$ cat src/rtl/vga_sync_gen.sv
// 640x480@60 VGA timing generator: 25 MHz pixel enable from a 50 MHz clock,
// horizontal/vertical counters and registered sync, visible-area and frame-start outputs.
module vga_sync_gen #(
  parameter int unsigned H_VISIBLE = 640,
  parameter int unsigned H_FRONT   = 16,
  parameter int unsigned H_SYNC    = 96,
  parameter int unsigned H_BACK    = 48,
  parameter int unsigned V_VISIBLE = 480,
  parameter int unsigned V_FRONT   = 10,
  parameter int unsigned V_SYNC    = 2,
  parameter int unsigned V_BACK    = 33,
  parameter logic        SYNC_POL  = 1'b0
) (
  input  logic       clk_i,
  input  logic       rst_i,
  output logic       pix_tick_o,
  output logic       hsync_o,
  output logic       vsync_o,
  output logic       video_on_o,
  output logic [9:0] pixel_x_o,
  output logic [9:0] pixel_y_o,
  output logic       frame_start_o
);

  localparam int unsigned H_TOTAL = H_VISIBLE + H_FRONT + H_SYNC + H_BACK;
  localparam int unsigned V_TOTAL = V_VISIBLE + V_FRONT + V_SYNC + V_BACK;

  localparam logic [9:0] H_LAST   = 10'(H_TOTAL - 1);
  localparam logic [9:0] V_LAST   = 10'(V_TOTAL - 1);
  localparam logic [9:0] H_VIS    = 10'(H_VISIBLE);
  localparam logic [9:0] V_VIS    = 10'(V_VISIBLE);
  localparam logic [9:0] HS_START = 10'(H_VISIBLE + H_FRONT);
  localparam logic [9:0] HS_END   = 10'(H_VISIBLE + H_FRONT + H_SYNC);
  localparam logic [9:0] VS_START = 10'(V_VISIBLE + V_FRONT);
  localparam logic [9:0] VS_END   = 10'(V_VISIBLE + V_FRONT + V_SYNC);

  logic [9:0] h_next;
  logic [9:0] v_next;
  logic       frame_wrap;
  logic       hsync_act;
  logic       vsync_act;

  // Next-state counters; every output register below decodes these so that
  // sync, video_on and coordinates always describe the same pixel.
  always_comb begin
    // NOTE: every always_comb output gets a default first so no path can infer a latch.
    h_next     = pixel_x_o;
    v_next     = pixel_y_o;
    frame_wrap = 1'b0;
    if (pix_tick_o) begin
      if (pixel_x_o == H_LAST) begin
        h_next = '0;
        if (pixel_y_o == V_LAST) begin
          v_next     = '0;
          frame_wrap = 1'b1;
        end else begin
          v_next = pixel_y_o + 10'd1;
        end
      end else begin
        h_next = pixel_x_o + 10'd1;
      end
    end
  end

  assign hsync_act = (h_next >= HS_START) && (h_next < HS_END);
  assign vsync_act = (v_next >= VS_START) && (v_next < VS_END);

  always_ff @(posedge clk_i or posedge rst_i) begin
    if (rst_i) begin
      pix_tick_o    <= 1'b0;
      pixel_x_o     <= '0;
      pixel_y_o     <= '0;
      video_on_o    <= 1'b1;
      hsync_o       <= ~SYNC_POL;
      vsync_o       <= ~SYNC_POL;
      frame_start_o <= 1'b0;
    end else begin
      // NOTE: non-blocking assignments so every register samples pre-edge values.
      pix_tick_o    <= ~pix_tick_o;
      pixel_x_o     <= h_next;
      pixel_y_o     <= v_next;
      video_on_o    <= (h_next < H_VIS) && (v_next < V_VIS);
      hsync_o       <= hsync_act ? SYNC_POL : ~SYNC_POL;
      vsync_o       <= vsync_act ? SYNC_POL : ~SYNC_POL;
      frame_start_o <= frame_wrap;
    end
  end

endmodule
$ cat config.mk
export PLATFORM = sky130hd
export DESIGN_NAME = vga_sync_gen
export DESIGN_NICKNAME = d
export VERILOG_FILES = /design/src/rtl/vga_sync_gen.sv
export SDC_FILE = /design/constraint.sdc
export NUM_CORES = 1
export LEC_CHECK = 0
export CELL_PAD_IN_SITES_DETAIL_PLACEMENT = 1
export CELL_PAD_IN_SITES_GLOBAL_PLACEMENT = 1
export CORE_MARGIN = 2
export CORE_UTILIZATION = 38
export CTS_CLUSTER_SIZE = 40
export DETAILED_ROUTE_END_ITERATION = 12
export PLACE_DENSITY_LB_ADDON = 0.15
export SYNTH_ARGS = -nofsm -noshare
export SYNTH_HDL_FRONTEND = slang
export SYNTH_SLANG_ARGS = --single-unit
$ cat constraint.sdc
create_clock -name clk_i -period 2.39 [get_ports clk_i]
set_input_delay 0.3585 -clock clk_i [delete_from_list [all_inputs] [get_ports clk_i]]
set_output_delay 0.3585 -clock clk_i [all_outputs]
set_load 0.005 [all_outputs]
-- Yosys cells after proc, flatten, opt, wreduce, memory -nomap -nowiden
Index checks and enable logic that the tools add are counted.
- register bits after elaboration: 25
- bits of input ports: 2
- output and inout bits: 25
- logic and storage cells: 31
- $add $sub $neg: 2
- $lt $le $gt $ge: 6
- equality and inequality tests: 2
- mux-type cells: 10
- bitwise operators: 1
- reductions and logical operators: 3
- operator list (kind ; count):
    $mux W10 ; 5
    $add A10 B1 Y10 const B ; 2
    $eq A10 B10 Y1 const B ; 2
    $lt A10 B10 Y1 const B ; 2
    $lt A10 B9 Y1 const B ; 2
    $ge A10 B10 Y1 const B ; 1
    $ge A10 B9 Y1 const B ; 1
    $mux W1 ; 5
    $logic_and A1 B1 Y1 ; 3
    $not A1 Y1 ; 1

-- Depth between registers and ports, before layout
- depth after elaboration: 7
- mapped depth: 8
- depth with buffers taken out: 6

-- Least setup slack after synthesis
No wires, ideal clock.
- path kind: reg2reg
- start: register pixel_x_o[5]
- end: register hsync_o
- data arrival time: 1992 ps
- required time: 2296 ps
- setup slack: 304 ps
- stages on the path, launching flop included: 7
- path buffers: 1
- period minus slack after synthesis: 2086 ps
- path through: dfrtp_1 buf_6 or4b_4 o21ai_2 a31oi_1 or2_1 or4_1
- word-level cells in the longest chain between the ends: 6
- RTL lines (what ; line ; source):
    start, declared ; 20 ; output logic [9:0] pixel_x_o,
    start signal, assigned ; 80 ; pixel_x_o <= h_next;
    $add A10 B1 Y10 / $eq A10 B10 Y1 (equally long branches) ; 60, 51 ;
    $mux W10 (*) ; 51 ; if (pixel_x_o == H_LAST) begin
    $mux W10 (*) ; 50 ; if (pix_tick_o) begin
    named net h_next[8] ; 37 ; logic [9:0] h_next;
    $ge A10 B10 Y1 / $lt A10 B10 Y1 (equally long branches) ; 65 ; assign hsync_act = (h_next >= HS_START) && (h_next < HS_END);
    $logic_and A1 B1 Y1 (*) ; 65 ;
    $mux W1 (*) ; 83 ; hsync_o <= hsync_act ? SYNC_POL : ~SYNC_POL;
    end signal, assigned ; 74 ; hsync_o <= ~SYNC_POL;
    end signal, assigned ; 83 ;
    end, declared ; 17 ; output logic hsync_o,
The timed path passes the listed nets; every way through them passes the cells marked *.

-- Worst setup path in the final report
- start: register pixel_x_o[0]
- end: register vsync_o
- word-level cells in the longest chain between the ends: 6
- RTL lines (what ; line ; source):
    $eq A10 B10 Y1 (*) ; 51 ;
    $mux W10 (*) ; 51 ;
    $mux W10 (*) ; 50 ;
    $ge A10 B9 Y1 / $lt A10 B9 Y1 (equally long branches) ; 66 ; assign vsync_act = (v_next >= VS_START) && (v_next < VS_END);
    $logic_and A1 B1 Y1 (*) ; 66 ;
    $mux W1 (*) ; 84 ; vsync_o <= vsync_act ? SYNC_POL : ~SYNC_POL;
    end signal, assigned ; 75 ; vsync_o <= ~SYNC_POL;
    end signal, assigned ; 84 ;
    end, declared ; 18 ; output logic vsync_o,
Mark *: on every way between the ends. The rest lies on a longest branch, timed or not.

==> impl_metrics.json <==
{
  "status": "complete, no violations",
  "crit_top_cell": "nand4_1",
  "cp_max_fo": 8,
  "crit_type": "reg2reg",
  "wl_per_cell_um": 15.9,
  "final.setup_skew_ns": 0.00777,
  "crit_path_max_incr_delay_ns": 0.47,
  "layout_common_cells": "26 x clkdlybuf4s50_1, 22 x dfrtp_1, 15 x nand2_1, 12 x nand3_1",
  "syn_avg_cell_area_um2": 9.64,
  "clk_pin_slew_worst_paths_ns": 0.14,
  "setup.worst_path.start_class": "flop",
  "final_hold_viol_count": 0,
  "rows": 21,
  "design.final.nets": 179,
  "antenna_found_initial": 0,
  "grt_pass1_wl_mm": 6.00,
  "synth_cell_types": 41,
  "powerDensity_nw_per_um2": 365,
  "final_common_cell": "clkdlybuf4s50_1",
  "via_per_inst": 5.54,
  "p_seq_frac": 0.673,
  "cts_sinks": 25,
  "synth-seq-cells": 25,
  "worst_slew_pin_slew_ns": 0.722,
  "dpl_worst_slack_ns": 0.0728,
  "vias": 1214,
  "relSlewSlack": 0.518,
  "dieArea_um2": 4020,
  "grt_max_degree": 20,
  "core-area_um2": 3360,
  "dp_hpwl_mm": 2.62,
  "h-tree-depth": 1,
  "hp-class": "in2async",
  "multi_input_area_um2": 648,
  "yosysTopAreaCellShare": 0.411,
  "gp_congestion": 0.805,
  "peakVddDrop_mv": 0.200,
  "route.detailed.drc": 0,
  "cp.required_ns": 2.64,
  "path_cells": "ha_1 > and2_1 > nand4_1 > or3_1 > a221oi_2 > nand4_1",
  "p_leak_nw": 0.743,
  "cap_violations": 0,
  "end_kind": "flop",
  "cts-buffers-inserted": 3,
  "drt_iter0_markers": 19,
  "crit_arrival_ns": 2.45,
  "cts_tree": "built",
  "gr-total-overflow": 0,
  "yosysTopAreaCell": "dfrtp_1",
  "ys_warn_count": 0,
  "netlist_instances": 139,
  "p_sw_frac": 0.217,
  "drt_first_pass_iters": 4,
  "p_clk_frac": 0.307,
  "met1_usage": 0.269,
  "share_comb_of_total_power": 0.020,
  "insertion_delay_ns": 0.32,
  "total_power_mw": 0.629,
  "fin_crit_sh": 0.918,
  "grt_pass1_vias": 1242,
  "yosys-top-cells-area": "dfrtp_1 41%, dfstp_2 5.9%, nand3_1 4.5%, nand2_1 4.2%, nand4_1 3.3%",
  "wl_mm": 3.47,
  "start_util": 0.398,
  "max_freq_mhz": 456,
  "slowest_stage": "or3_1",
  "grt.busiest_layer": "met2",
  "min_period_ns": 2.19,
  "grt_util_met2": 0.304,
  "detail-route-antenna-nets": 0,
  "ioPinCount": 27,
  "internal_power_mw": 0.492,
  "cts_hold_buf": 0,
  "chipHeight_um": 63.4,
  "drive_above_1_share": 0.121,
  "clk_path_buf_depth": 2,
  "portBuffers": 26,
  "synthToLayoutAreaGrowth_pct": 28.6,
  "grt_usage": 0.189,
  "diodes": 0,
  "grt_use_met3": 0.0321,
  "synth.cell_area_um2": 1340,
  "seq_area_um2": 629,
  "layout_setup_ws_ns": 0.196,
  "die_w_um": 63.4,
  "p_switching_mw": 0.137,
  "fillers": 401,
  "setup_viol": 0,
  "slew_viol_final": 0,
  "final_util": 0.512,
  "holdWs_ns": 0.437,
  "syn_nets": 144,
  "ys_seq_area_frac": 0.470,
  "cts_root_buf": "clkbuf_4"
}
## critical path, delay by kind of cell, from the launching register on
| family | cells | cell delay, ns |
|---|---|---|
| flip-flops | 1 | 0.45 |
| adder cells (fa/ha/maj) | 1 | 0.22 |
| AND/OR/NAND/NOR | 4 | 1.14 |
| AO/OA/AOI/OAI | 1 | 0.32 |
## path summary, 6_finish.rpt
kind                                    from           end  slack [ns]  depth (start not counted)
max in group asynchronous              rst_i  pixel_x_o[4]        1.40                          3
worst max-delay path            pixel_x_o[0]       vsync_o        0.20                          6
worst min register to register  pixel_y_o[7]  pixel_y_o[7]        0.59                          1
min in group clk_i              pixel_y_o[7]  pixel_y_o[7]        0.59                          1
worst max register to register  pixel_x_o[0]       vsync_o        0.20                          6
worst min-delay path                   rst_i  pixel_y_o[6]        0.44                          2
## sequential cells by signal, summed over array words and instances, names as in the netlist
register and cells:
frame_start_o 1, hsync_o 1, pix_tick_o 1, pixel_x_o 10
pixel_y_o 10, video_on_o 1, vsync_o 1
## cells by family (layout without fill, tap and decap cells)
group	Yosys count	after routing	share of synthesized area
buf+inv	14	48	0.0513
fa+ha+maj	3	3	0.0280
compound gates	21	21	0.102
xor+xnor	7	7	0.0458
flops	25	25	0.470
mux	2	2	0.0168
simple gates	67	67	0.287
## synth_stat cells (all sizes together)
| cell type | n |
|---|---|
| o21a | 1 |
| xnor2 | 3 |
| and3 | 5 |
| nor2 | 5 |
| inv | 9 |
| o2bb2ai | 1 |
| dfstp | 3 |
| a31oi | 2 |
| nand3 | 12 |
| o21ai | 8 |
| nor3 | 4 |
| or4b | 1 |
| mux2 | 2 |
| or4 | 2 |
| or3 | 3 |
| a2bb2oi | 1 |
| nor4b | 3 |
| dfrtp | 22 |
| and2 | 3 |
| nand2 | 15 |
| a21oi | 3 |
| or2 | 1 |
| a221oi | 1 |
| clkbuf | 2 |
| nand4 | 7 |
| buf | 3 |
| a22oi | 1 |
| ha | 3 |
| nor3b | 1 |
| o31a | 1 |
| xor2 | 4 |
| and4 | 4 |
| nor4 | 1 |
| o31ai | 1 |
| a21o | 1 |
## timing repair
action | 4_1_cts | 5_1_grt
resized for setup | 0 | 1
setup endpoints to repair | 0 | 3
setup buffers | 0 | 3
## power by group through the flow
stage / registers, mW / clock network, mW / logic [mW]
2_1_floorplan: 0.431 / 0 / 0.00624
3_3_place_gp: 0.431 / 0 / 0.0129
3_5_place_dp: 0.431 / 0 / 0.0131
4_1_cts: 0.423 / 0.203 / 0.0132
5_1_grt: 0.423 / 0.213 / 0.0148
6_report: 0.423 / 0.193 / 0.0126
## through the flow
stage	cells	setup TNS, ns	instance area (µm²)
2_1_floorplan	139	0	1340
3_3_place_gp	212	0	1670
3_5_place_dp	212	0	1670
4_1_cts	216	0	1690
5_1_grt	219	-0.00557	1720
6_report	219	0	1720
## layout make-up
class                      instances  area share
clock buffer                       4      0.0153
inverter                           9      0.0196
multi-input combinational        100       0.376
sequential                        25       0.365
tap                               46      0.0334
timing repair buffer              35       0.190
## per-layer routing
| layer | wire [µm] | vias to the layer above | part of all wire |
|---|---|---|---|
| met5 | 0 | - | 0 |
| met4 | 35 | 0 | 0.010 |
| met3 | 122 | 6 | 0.035 |
| met2 | 1610 | 30 | 0.46 |
| met1 | 1710 | 606 | 0.49 |
| li1 | - | 572 | - |
Note: power is estimated with default switching activity, not from simulation.
